### src/rtl/pump_duty_decoder.sv
// Charge-pump PWM duty decoder: counts high samples and rising edges per window,
// publishes them once per window and flags when the duty has settled.
module pump_duty_decoder #(
  parameter int WINDOW         = 32000,
  parameter int TOL            = 2,
  parameter int STABLE_WINDOWS = 4
) (
  input  logic        clk_in,
  input  logic        reset_in,
  input  logic        pump_in,
  output logic [23:0] duty_out,
  output logic [23:0] edge_count_out,
  output logic        duty_valid,
  output logic        stable_out
);

  localparam int SW = $clog2(STABLE_WINDOWS + 1);
  localparam logic [23:0] LAST = 24'(WINDOW - 1);
  localparam logic [SW-1:0] SMAX = SW'(STABLE_WINDOWS);
  localparam logic [24:0] TOLV = 25'(TOL);

  logic [23:0]   r_win_cnt;
  logic [23:0]   r_high_cnt;
  logic [23:0]   r_edge_cnt;
  logic          r_pump_prev;
  logic          r_have_prev;
  logic [SW-1:0] r_stable_cnt;

  logic          w_rise;
  logic          w_publish;
  logic [23:0]   w_new_duty;
  logic [23:0]   w_new_edges;
  logic [24:0]   w_diff;
  logic [24:0]   w_mag;
  logic          w_in_tol;
  logic [SW-1:0] w_stable_nxt;

  assign w_rise      = pump_in & ~r_pump_prev;
  assign w_publish   = (r_win_cnt == LAST);
  assign w_new_duty  = r_high_cnt + {23'd0, pump_in};
  assign w_new_edges = r_edge_cnt + {23'd0, w_rise};
  assign w_diff      = {1'b0, w_new_duty} - {1'b0, duty_out};
  assign w_mag       = w_diff[24] ? (~w_diff + 25'd1) : w_diff;
  assign w_in_tol    = (w_mag <= TOLV);

  // The first window after reset has nothing to compare against.
  always_comb begin
    w_stable_nxt = '0;
    if (r_have_prev && w_in_tol) begin
      if (r_stable_cnt == SMAX)
        w_stable_nxt = SMAX;
      else
        w_stable_nxt = r_stable_cnt + 1'b1;
    end
  end

  always_ff @(posedge clk_in) begin
    if (reset_in) begin
      r_win_cnt      <= '0;
      r_high_cnt     <= '0;
      r_edge_cnt     <= '0;
      r_pump_prev    <= 1'b0;
      r_have_prev    <= 1'b0;
      r_stable_cnt   <= '0;
      duty_out       <= '0;
      edge_count_out <= '0;
      duty_valid     <= 1'b0;
      stable_out     <= 1'b0;
    end else begin
      r_pump_prev <= pump_in;
      duty_valid  <= w_publish;
      if (w_publish) begin
        duty_out       <= w_new_duty;
        edge_count_out <= w_new_edges;
        r_high_cnt     <= '0;
        r_edge_cnt     <= '0;
        r_win_cnt      <= '0;
        r_have_prev    <= 1'b1;
        r_stable_cnt   <= w_stable_nxt;
        stable_out     <= (w_stable_nxt == SMAX);
      end else begin
        r_high_cnt <= w_new_duty;
        r_edge_cnt <= w_new_edges;
        r_win_cnt  <= r_win_cnt + 24'd1;
      end
    end
  end

endmodule
### config.mk
export PLATFORM = sky130hd
export DESIGN_NAME = pump_duty_decoder
export DESIGN_NICKNAME = d
export VERILOG_FILES = /design/src/rtl/pump_duty_decoder.sv
export SDC_FILE = /design/constraint.sdc
export NUM_CORES = 1
export LEC_CHECK = 0
export ABC_AREA = 1
export CORE_ASPECT_RATIO = 0.8
export CORE_MARGIN = 5
export CORE_UTILIZATION = 54
export CTS_CLUSTER_DIAMETER = 80
export DETAILED_ROUTE_END_ITERATION = 8
export PLACE_DENSITY = 0.77
export SLEW_MARGIN = 10
export SYNTH_ARGS = -nofsm -noshare
export SYNTH_HDL_FRONTEND = slang
export SYNTH_SLANG_ARGS = --single-unit
export TNS_END_PERCENT = 100
### constraint.sdc
create_clock -name clk_in -period 4.3 [get_ports clk_in]
set_clock_uncertainty 0.05 [all_clocks]
set_input_delay 0.43 -clock clk_in [delete_from_list [all_inputs] [get_ports clk_in]]
set_output_delay 0.43 -clock clk_in [all_outputs]
set_load 0.01 [all_outputs]
==> results of run 1 <==
-- metrics by stage --
| step | utilization, % | instance area [sq um] | hold WS [ps] | power, uW |
|---|---|---|---|---|
| 4_1_cts | 73.8 | 10100 | 401 | 3080 |
| 6_report | 75.8 | 10400 | 402 | 3110 |
| 5_1_grt | 75.8 | 10400 | 413 | 3220 |
| 2_1_floorplan | - | 7660 | 368 | 1470 |
| 3_5_place_dp | 66.8 | 9190 | 392 | 1590 |
| 3_3_place_gp | 66.8 | 9190 | 383 | 1590 |
-- final cells by class --
type / instances / area share, %
multi-input combinational: 820 / 45.4
clock inverter: 12 / 1.51
timing repair inverter: 1 / 0.0600
tap: 180 / 2.16
inverter: 219 / 7.94
timing repair buffer: 177 / 14.3
sequential: 127 / 24.4
clock buffer: 19 / 4.25
-- power by group through the flow --
stage / Clock (uW) / Combinational (uW) / Sequential [uW]
floorplan: 0 / 260 / 1210
global route: 1550 / 488 / 1190
global placement: 0 / 373 / 1210
detailed placement: 0 / 381 / 1210
finish: 1480 / 442 / 1190
CTS: 1490 / 402 / 1190
-- logic make-up (layout without fill, tap and decap cells) --
family	Yosys count	after routing	share of synthesized area (%)
and+or+nand+nor	624	624	35.6
buffers and inverters	241	428	12.0
DFF	127	127	33.2
AOI/OAI and AO/OA	116	116	8.30
xor gates and xnor gates	47	47	5.38
adders and majority gates	33	33	5.49
-- what timing repair did --
action	CTS	global route
endpoints found under the setup margin	4	4
hold buffers	0	0
gates cloned	1	0
gates resized for setup	74	65
pin swaps	36	39
setup buffers	9	3
-- synth_stat cells (all sizes together) --
cell    count
xnor2      15
a31o        2
o22ai      23
nor4        8
fa          1
o21ai      47
o21bai      3
clkinv      3
inv       216
clkbuf     12
dfxtp     127
buf        10
nor3b       2
o31ai       1
o21a        1
nand3b      3
nor2      145
nor3       22
nand4      23
o211ai      1
nand2     331
or2         2
xor2       32
nand3      86
ha         32
and2        2
a21oi      38
-- state kept, by name, indices dropped and copies added (netlist names) --
| signal | flops |
|---|---|
| duty_out | 24 |
| edge_count_out | 24 |
| r_edge_cnt | 24 |
| r_high_cnt | 24 |
| r_win_cnt | 24 |
| r_stable_cnt | 3 |
| duty_valid | 1 |
| r_have_prev | 1 |
| r_pump_prev | 1 |
| stable_out | 1 |
-- worst max path at each step --
stage / start / end / slack, ps
floorplan: pump_in / r_stable_cnt[1] / 130
global placement: pump_in / r_stable_cnt[1] / -810
detailed placement: pump_in / r_stable_cnt[1] / -950
CTS: r_high_cnt[0] / r_stable_cnt[1] / 0.2
global route: r_high_cnt[0] / r_stable_cnt[0] / -370
finish: r_high_cnt[0] / stable_out / -90
-- worst max-delay path: cells and delay by family (launching register included) --
kind / cells / cell delay [ps]
DFF: 1 / 350
adders and majority gates: 3 / 590
and+or+nand+nor: 28 / 2920
buffers and inverters: 3 / 270
AOI/OAI and AO/OA: 1 / 140
-- per-layer routing --
layer / share of wire, % / vias to the layer above / global-route usage, %
met5: 0 / - / 0
met4: 2.4 / 0 / 8.30
met3: 5.1 / 55 / 4.79
met2: 47 / 216 / 44.2
met1: 46 / 3698 / 34.9
li1: - / 4082 / -
==> key figures, run 1 <==
Placement
  • Routability Congestion: 0.947
  • Worst slack, placed: -953 ps
  • Port Buffers: 52
  • Inst Count DP: 1513
  • HPWL after DPL: about 15000 um

Synth
  • Synth Register Bits: ~130
  • Top cells by area, synth: dfxtp_1 (33%), nand2_1 (16%), inv_1 (10%)
  • Post-synth top area share: 33.2%
  • Sequential share of the synthesized area: 33.2%
  • Yosys cell types: 39
  • Post-Syn Area: 7660 sq um
  • Warnings, synthesis: 0
  • Syn Nets: 1224
  • Cell count after synthesis: around 1200
  • Mean Syn Cell Area: 6.44 sq um
  • Yosys top cell by area: dfxtp_1

Cells and area
  • Synth-to-Final Area Change: 36.1%
  • Nets: roughly 1400
  • Leading cell type in the layout, fill and taps excluded: nand2_1
  • Layout cells sized above 1: 22.2%
  • Antenna Cells: 0
  • Final std cells w/o fill: 1555
  • Most frequent cells in the layout: nand2_1 (289), inv_1 (206), dfxtp_1 (126)
  • Multi-input gate area: 4730 sq um
  • Fill count: around 1000
  • Sequential cell area: 2540 sq um

STA
  • Setup violators final: 4
  • Pins over their slew limit: 0
  • Setup TNS: -273 ps
  • Fin crit period: between 4000 and 5000 ps
  • Part of the cycle the worst path needs: 102%
  • Max_slew headroom: 47.9%
  • Fmax achieved: between 0.2 and 0.25 GHz
  • RSZ-0062 raised after global routing: yes
  • Fin. Hold Viols: 0
  • Worst Tran Pin Value: 782 ps
  • Setup ws final: -89.2 ps

Pwr
  • NetSw: 827 uW
  • Internal Power: 2290 uW
  • Pwr Density: 299 nW/um^2
  • Sw frac: 26.6%
  • VDD IR max: around 0.37 mV
  • Logic gate share of total power: 14.2%
  • Leakage Power: approximately 0.005 uW
  • Clock share of power: between 40% and 50%
  • Flop pwr share: a little under two fifths

Routing
  • Routed WL: ~22000 um
  • Vias per cell: 5.18
  • DRT antenna net count: 0
  • DRT Pass-1 Iters: 5
  • DR vias: between 8000 and 9000
  • 1st-iter DRT viols: 472
  • WL per Instance: 13.9 um
  • DRC: 0

Critical path
  • CP arrival: approximately 4700 ps
  • R2R Setup Slk: -90 ps
  • CP startpoint kind: flop
  • CP endpoint kind: flop
  • CP max stage delay: 350 ps
  • R2r startpoint: r_high_cnt[0]
  • Worst R2R End: stable_out
  • Critical Path RT: 4610 ps
  • Slowest CP cell: dfxtp_2
  • Setup Crit Path Kind: reg2reg
  • Worst-case reg-to-reg path depth: 35
  • Crit Path Max Fanout: 5

CTS
  • # H-tree levels: 4
  • Total CTS buffers: 17
  • CTS Root Cell: clkbuf_16
  • CTS tree: done
  • Clk_lat worst skew: ~420 ps
  • Clock slew at reported path FFs: 60 ps
  • Clk buf depth: 2
  • Clk sink count: 127

Hold path
  • Min-Delay Path Class: reg2reg
  • Hold Path Sink: r_win_cnt[0]
  • Hold depth: 1
  • Hold Path Origin: r_win_cnt[0]

Die
  • Die H: 117 um
  • Die ar.: 16700 sq um
  • Core outline area: 13700 sq um
  • Initial Util: a little under three fifths
  • I/O pin count: between 50 and 60
  • Core Rows: 38
  • Die width: 143 um

Global route
  • Initial antenna violation count: 0
  • GRT overflow: 0
  • Vias in the first global route: 7794
  • First-pass GRT wire length: around 36000 um
  • Overall Global Routing Usage: 26.4%
  • Largest net degree at the start of global routing: 76

Status
  • Outcome: finished with violations
  • Failing checks: negative setup slack

Flow run
  • MaxCap Viol Count: 0
(Power assumes the default switching activity.)
==> inputs of run 2 (changes only) <==
--- a/config.mk
+++ b/config.mk
@@ -11,6 +11,7 @@
 export CORE_UTILIZATION = 54
 export CTS_CLUSTER_DIAMETER = 80
 export DETAILED_ROUTE_END_ITERATION = 8
+export GPL_TIMING_DRIVEN = 0
 export PLACE_DENSITY = 0.77
 export SLEW_MARGIN = 10
 export SYNTH_ARGS = -nofsm -noshare
==> constraint.sdc (replaced) <==
create_clock -name clk_in -period 3.6 [get_ports clk_in]
set_clock_uncertainty 0.05 [all_clocks]
set_input_delay 0.36 -clock clk_in [delete_from_list [all_inputs] [get_ports clk_in]]
set_output_delay 0.36 -clock clk_in [all_outputs]
set_load 0.01 [all_outputs]
==> key figures, run 2 (same netlist as run 1, synthesis figures left out) <==
Status
  • Outcome: finished with violations
  • Failing checks: negative setup slack

CTS
  • CTS Root Cell: clkbuf_16
  • Clock slew at reported path FFs: 60 ps (about the same)
  • Clk sink count: 127 (unchanged)
  • Cts-stage hold buffer count: 0 (unchanged)
  • Clk buf depth: 2 (unchanged)
  • CTS tree: done
  • Clk_lat worst skew: 410 ps (about the same)
  • # H-tree levels: 4 (unchanged)
  • Total CTS buffers: 17 (unchanged)

Cells and area
  • Leading cell type in the layout, fill and taps excluded: nand2_1
  • Sequential cell area: 2550 sq um (+0.15%)
  • Antenna Cells: 0 (unchanged)
  • Final Instance Area: 10100 sq um (-3.2%)
  • Most frequent cells in the layout: nand2_1 (284), inv_1 (199), dfxtp_1 (125)
  • Nets: 1337 (-4.4%)
  • Layout cells sized above 1: 18.4% (-3.8 points)
  • Multi-input gate area: 4920 sq um (+4.0%)
  • Fill count: 1035 (-0.097%)
  • Synth-to-Final Area Change: 31.8%

Placement
  • Routability Congestion: 0.931 (-1.7%)
  • Worst slack, placed: -1980 ps (-1030 ps)
  • Post-DP Area: 8470 sq um (-7.8%)
  • Port Buffers: 52 (unchanged)
  • HPWL after DPL: 14700 um (+0.42%)

STA
  • Fmax achieved: 0.216 GHz (-5.0%)
  • Worst Tran Pin Value: 770 ps (-12.2 ps)
  • Fin. Hold Viols: 0 (unchanged)
  • Fin crit period: 4620 ps (+230 ps)
  • Setup ws final: -1020 ps (-930 ps)
  • RSZ-0062 raised after global routing: yes
  • WHS: 390 ps (-11.8 ps)
  • Pins over their slew limit: 0 (unchanged)
  • Setup TNS: -3950 ps (-3670 ps)
  • Setup violators final: 4 (unchanged)
  • Part of the cycle the worst path needs: 128% (+26 points)
  • Max_slew headroom: 48.7% (+0.81 points)

Routing
  • DRC: 0 (unchanged)
  • WL per Instance: 14.8 um (+6.4%)
  • Vias per cell: 5.25 (+1.4%)
  • DRT Pass-1 Iters: 5 (unchanged)
  • Routed WL: 22100 um (+2.1%)
  • 1st-iter DRT viols: 647 (+37%)
  • DRT antenna net count: 0 (unchanged)
  • DR vias: 7837 (-2.7%)

Critical path
  • Critical Path RT: 3900 ps (-710 ps)
  • Crit Path Max Fanout: 5 (unchanged)
  • CP arrival: 4920 ps (+220 ps)
  • Setup Crit Path Kind: reg2reg
  • CP endpoint kind: flop
  • CP startpoint kind: flop

Global route
  • Largest net degree at the start of global routing: 17 (-78%)
  • Vias in the first global route: 7091 (-9.0%)
  • Initial antenna violation count: 0 (unchanged)
  • Overall Global Routing Usage: 25.2% (-1.2 points)
  • GRT overflow: 0 (unchanged)
  • First-pass GRT wire length: 34000 um (-5.4%)

Pwr
  • Pwr Density: 363 nW/um^2 (+22%)
  • VDD IR max: 0.402 mV (+8.2%)
  • Leakage Power: 0.00469 uW (-5.8%)

Hold path
  • Min-Delay Path Class: in2reg

Die
  • Core outline area: 13700 sq um (unchanged)
  • Die ar.: 16700 sq um (unchanged)
  • Die H: 117 um (unchanged)
  • Die width: 143 um (unchanged)
  • Core Rows: 38 (unchanged)
  • I/O pin count: 53 (unchanged)
  • Initial Util: 55.7% (unchanged)

Flow run
  • MaxCap Viol Count: 0 (unchanged)
## run 2: changes by cell type in the layout (fill, tap and decap cells not counted), moves of 5 or more
cell	delta
clkbuf_1	+13
nand2_1	-5
inv_6	-5
buf_1	+6
a21oi_2	-5
nand2_4	+6
buf_4	-79
inv_2	+7
inv_1	-7
## run 2: layout make-up
class                   count  area share (%)
flip-flops and latches    127            25.2
clock buffers              21            4.56
multi-input cells         820            48.8
plain buffers              22            1.12
clock inverters            10            1.36
well taps                 180            2.23
inverters                 219            8.17
repair buffers             94            8.51
## run 2: power by group
| part | internal [uW] | leakage [uW] | switching, uW | total [uW] |
|---|---|---|---|---|
| sequential | 1410 | 0.00103 | 6.44 | 1420 |
| combinational | 170 | 0.00338 | 333 | 503 |
| clock | 1120 | 0.000289 | 620 | 1740 |
## run 2: worst max-delay path, stage by stage, from the launching register on
cell	delay, ps
dfxtp_4	360
ha_4	130
nand3_4	100
nor3_4	260
nand3_2	140
nor4_4	310
nand2_2	120
nor4_4	380
nand3_2	180
xor2_2	270
inv_2	80
ha_4	310
nand2_4	70
nor2_4	140
nand2_1	70
o21a_1	200
nand2_4	100
inv_4	50
buf_8	140
nand2_2	60
xor2_1	190
nand3_1	130
nor3_2	200
nand2_1	110
nor2_4	180
nand4_1	120
nand2_1	90
## run 2: path summary, 6_finish.rpt
kind / from / endpoint / cells after the start / slack (ps)
setup reg to reg: r_high_cnt[0] / r_stable_cnt[0] / 26 / -1020
setup / recovery: r_high_cnt[0] / r_stable_cnt[0] / 26 / -1020
hold / removal: pump_in / r_pump_prev / 3 / 390
hold reg to reg: edge_count_out[5] / edge_count_out[5] / 2 / 410
## run 2: through the flow
step / util [%] / cells / total power, uW
floorplan: - / 1188 / 1760
global placement: 61.6 / 1420 / 1840
detailed placement: 61.6 / 1420 / 1850
CTS: 68.9 / 1471 / 3590
global route: 73.4 / 1493 / 3780
finish: 73.4 / 1493 / 3660
## run 2: what timing repair did
action | in CTS | in global routing
gates cloned | 2 | 0
buffers inserted | 18 | 22
setup endpoints to repair | 4 | 4
pin swaps | 29 | 63
gates resized for setup | 59 | 112
## run 2: metal layers
layer | vias up | global-route usage, % | part of all wire [%]
met1 | 3629 | 36.8 | 48
met4 | 0 | 5.13 | 0.95
li1 | 3945 | - | -
met3 | 21 | 4.95 | 6.7
met5 | - | 0 | 0
met2 | 242 | 39.2 | 45
==> inputs of run 3 (changes only) <==
--- a/config.mk
+++ b/config.mk
@@ -6,14 +6,15 @@
 export NUM_CORES = 1
 export LEC_CHECK = 0
 export ABC_AREA = 1
+export CELL_PAD_IN_SITES_DETAIL_PLACEMENT = 0
+export CELL_PAD_IN_SITES_GLOBAL_PLACEMENT = 2
 export CORE_ASPECT_RATIO = 0.8
 export CORE_MARGIN = 5
-export CORE_UTILIZATION = 54
+export CORE_UTILIZATION = 30
 export CTS_CLUSTER_DIAMETER = 80
 export DETAILED_ROUTE_END_ITERATION = 8
 export GPL_TIMING_DRIVEN = 0
-export PLACE_DENSITY = 0.77
-export SLEW_MARGIN = 10
+export PLACE_DENSITY_LB_ADDON = 0.1
 export SYNTH_ARGS = -nofsm -noshare
 export SYNTH_HDL_FRONTEND = slang
 export SYNTH_SLANG_ARGS = --single-unit
==> key figures, run 3 (same netlist as run 1, synthesis figures left out) <==
Status
  • Outcome: finished with violations
  • Failing checks: negative setup slack

Routing
  • DRC: 0 (unchanged)
  • DRT Pass-1 Iters: 5 (unchanged)
  • Vias per cell: 4.53 (-14%)
  • DRT antenna net count: 0 (unchanged)
  • DR vias: 7365 (-6.0%)
  • Routed WL: 23800 um (+7.8%)
  • WL per Instance: 14.6 um (-1.0%)
  • 1st-iter DRT viols: 313 (-52%)

STA
  • Setup ws final: -985 ps (+34.8 ps)
  • Part of the cycle the worst path needs: 127% (-0.97 points)
  • Fmax achieved: 0.218 GHz (+0.76%)
  • Max_slew headroom: 49.9% (+1.2 points)
  • Fin crit period: 4580 ps (-34.8 ps)
  • Setup violators final: 4 (unchanged)
  • Fin. Hold Viols: 0 (unchanged)
  • RSZ-0062 raised after global routing: yes
  • Pins over their slew limit: 0 (unchanged)
  • Worst Tran Pin Value: 752 ps (-17.6 ps)

Pwr
  • Pwr Density: 374 nW/um^2 (+2.9%)
  • Leakage Power: 0.00465 uW (-0.98%)
  • Total power: 3760 uW (+2.6%)
  • Flop pwr share: 37.8% (-1.0 points)
  • Sw frac: 25.9% (-0.29 points)
  • Clock share of power: 49.6% (+2.1 points)
  • Logic gate share of total power: 12.7% (-1.0 points)
  • NetSw: 974 uW (+1.5%)
  • VDD IR max: 0.295 mV (-27%)
  • Internal Power: 2790 uW (+3.0%)

Global route
  • GRT overflow: 0 (unchanged)
  • Largest net degree at the start of global routing: 17 (unchanged)
  • Overall Global Routing Usage: 16.4% (-8.9 points)
  • First-pass GRT wire length: 37900 um (+11%)
  • Initial antenna violation count: 0 (unchanged)
  • Vias in the first global route: 7051 (-0.56%)

CTS
  • # H-tree levels: 4 (unchanged)
  • CTS tree: done
  • CTS Root Cell: clkbuf_16
  • Total CTS buffers: 17 (unchanged)
  • Clock slew at reported path FFs: 60 ps (about the same)
  • Clk_lat worst skew: 420 ps (about the same)
  • Clk sink count: 127 (unchanged)
  • Clk buf depth: 2 (unchanged)
  • Cts-stage hold buffer count: 0 (unchanged)

Critical path
  • CP bufs+invs: 4 (+1)
  • Slowest CP cell: nor4_4
  • R2R Setup Slk: -980 ps (+30 ps)
  • R2r startpoint: r_high_cnt[0]
  • Setup Crit Path Kind: reg2reg
  • Crit path from: r_high_cnt[0]
  • CP startpoint kind: flop
  • Worst R2R End: r_stable_cnt[1]
  • Critical Path RT: 3900 ps (about the same)
  • Setup crit end: r_stable_cnt[1]
  • Worst path most repeated cell: nand3_2
  • Crit Path Max Fanout: 5 (unchanged)
  • CP endpoint kind: flop
  • Worst-case reg-to-reg path depth: 27 (+3.8%)
  • CP delay by family, top: simple AND/OR/NAND/NOR gates
  • CP arrival: 4880 ps (-40 ps)
  • CP max stage delay: 390 ps (about the same)
  • Cell depth of the worst setup path: 27 (+3.8%)

Die
  • Core outline area: 25200 sq um (+84%)
  • Die H: 153 um (+31%)
  • Initial Util: 30.3% (-25 points)
  • Core Rows: 52 (+37%)
  • Die ar.: 28800 sq um (+73%)
  • I/O pin count: 53 (unchanged)
  • Die width: 189 um (+32%)

Placement
  • Port Buffers: 52 (unchanged)
  • HPWL after DPL: 18400 um (+25%)
  • Post-DP Area: 8650 sq um (+2.1%)
  • Routability Congestion: 0.807 (-13%)

Cells and area
  • Most frequent cells in the layout: nand2_1 (291), inv_1 (208), dfxtp_1 (126)
  • Leading cell type in the layout, fill and taps excluded: nand2_1
  • Synth-to-Final Area Change: 31.4%
  • Final Instance Area: 10100 sq um (-0.29%)
  • Layout cells sized above 1: 15.8% (-2.6 points)
  • Nets: 1325 (-0.90%)
  • Antenna Cells: 0 (unchanged)

Hold path
  • Min-Delay Path Class: in2reg

Flow run
  • MaxCap Viol Count: 0 (unchanged)
==> run 3: changes by cell type in the layout (fill, tap and decap cells not counted), moves of 3 or more <==
cell / delta
nand2_4: -3
ha_4: -3
nand2_1: +7
a21oi_2: +3
buf_4: -10
a21oi_4: -3
inv_1: +9
nand3_4: -5
nor2_1: +3
nand2_2: -4
nand3_2: +4
inv_2: -10
==> run 3: what timing repair did <==
item,in CTS,in global routing
resized for setup,69,63
setup buffers,22,7
gates cloned,1,0
endpoints found under the setup margin,4,5
pin swaps,41,46
==> run 3: how the worst min path moves through the flow <==
stage / startpoint / endpoint / slack [ps] / cells past startpoint
3_3_place_gp: r_win_cnt[0] / r_win_cnt[0] / 380 / 1
2_1_floorplan: r_win_cnt[0] / r_win_cnt[0] / 370 / 1
3_5_place_dp: stable_out / stable_out / 400 / 2
6_report: pump_in / r_pump_prev / 340 / 3
5_1_grt: pump_in / r_pump_prev / 360 / 3
4_1_cts: pump_in / r_pump_prev / 320 / 3
==> run 3: worst min-delay path: stages <==
cell and delay, ps:
dlygate4sd2_1 280, inv_1 80, nor2_1 40
==> run 3: layout make-up <==
class	count	area, sq um
Fill cell	2749	15200
Multi-Input combinational cell	820	4770
Sequential cell	127	2540
Inverter	219	830
Timing Repair Buffer	82	764
Clock buffer	23	478
Tap cell	324	405
Clock inverter	9	155
Buffer	22	118
==> run 3: layer usage <==
metal | part of all wire (%) | global-route usage (%)
met4 | 0.75 | 3.47
met2 | 38 | 22.5
met1 | 57 | 26.1
met5 | 0 | 0
met3 | 3.6 | 3.28
==> run 3: through the flow <==
step                hold slack, ps  util, %  worst slack, ps  TNS (ps)  std cells
finish                         335     39.9             -985     -3770       1626
detailed placement             395     34.3            -2440    -10500       1564
CTS                            323     38.6            -1060     -4080       1619
floorplan                      368        -             -298     -1120       1188
global placement               385     34.3            -2450    -10480       1564
global route                   360     39.9            -1380     -5320       1626
==> run 3: power by group through the flow <==
stage               logic (uW)  registers [uW]  clock network [uW]
floorplan                  314            1450                   0
global placement           426            1450                   0
detailed placement         424            1450                   0
CTS                        460            1420                1900
global route               534            1420                1970
finish                     476            1420                1860
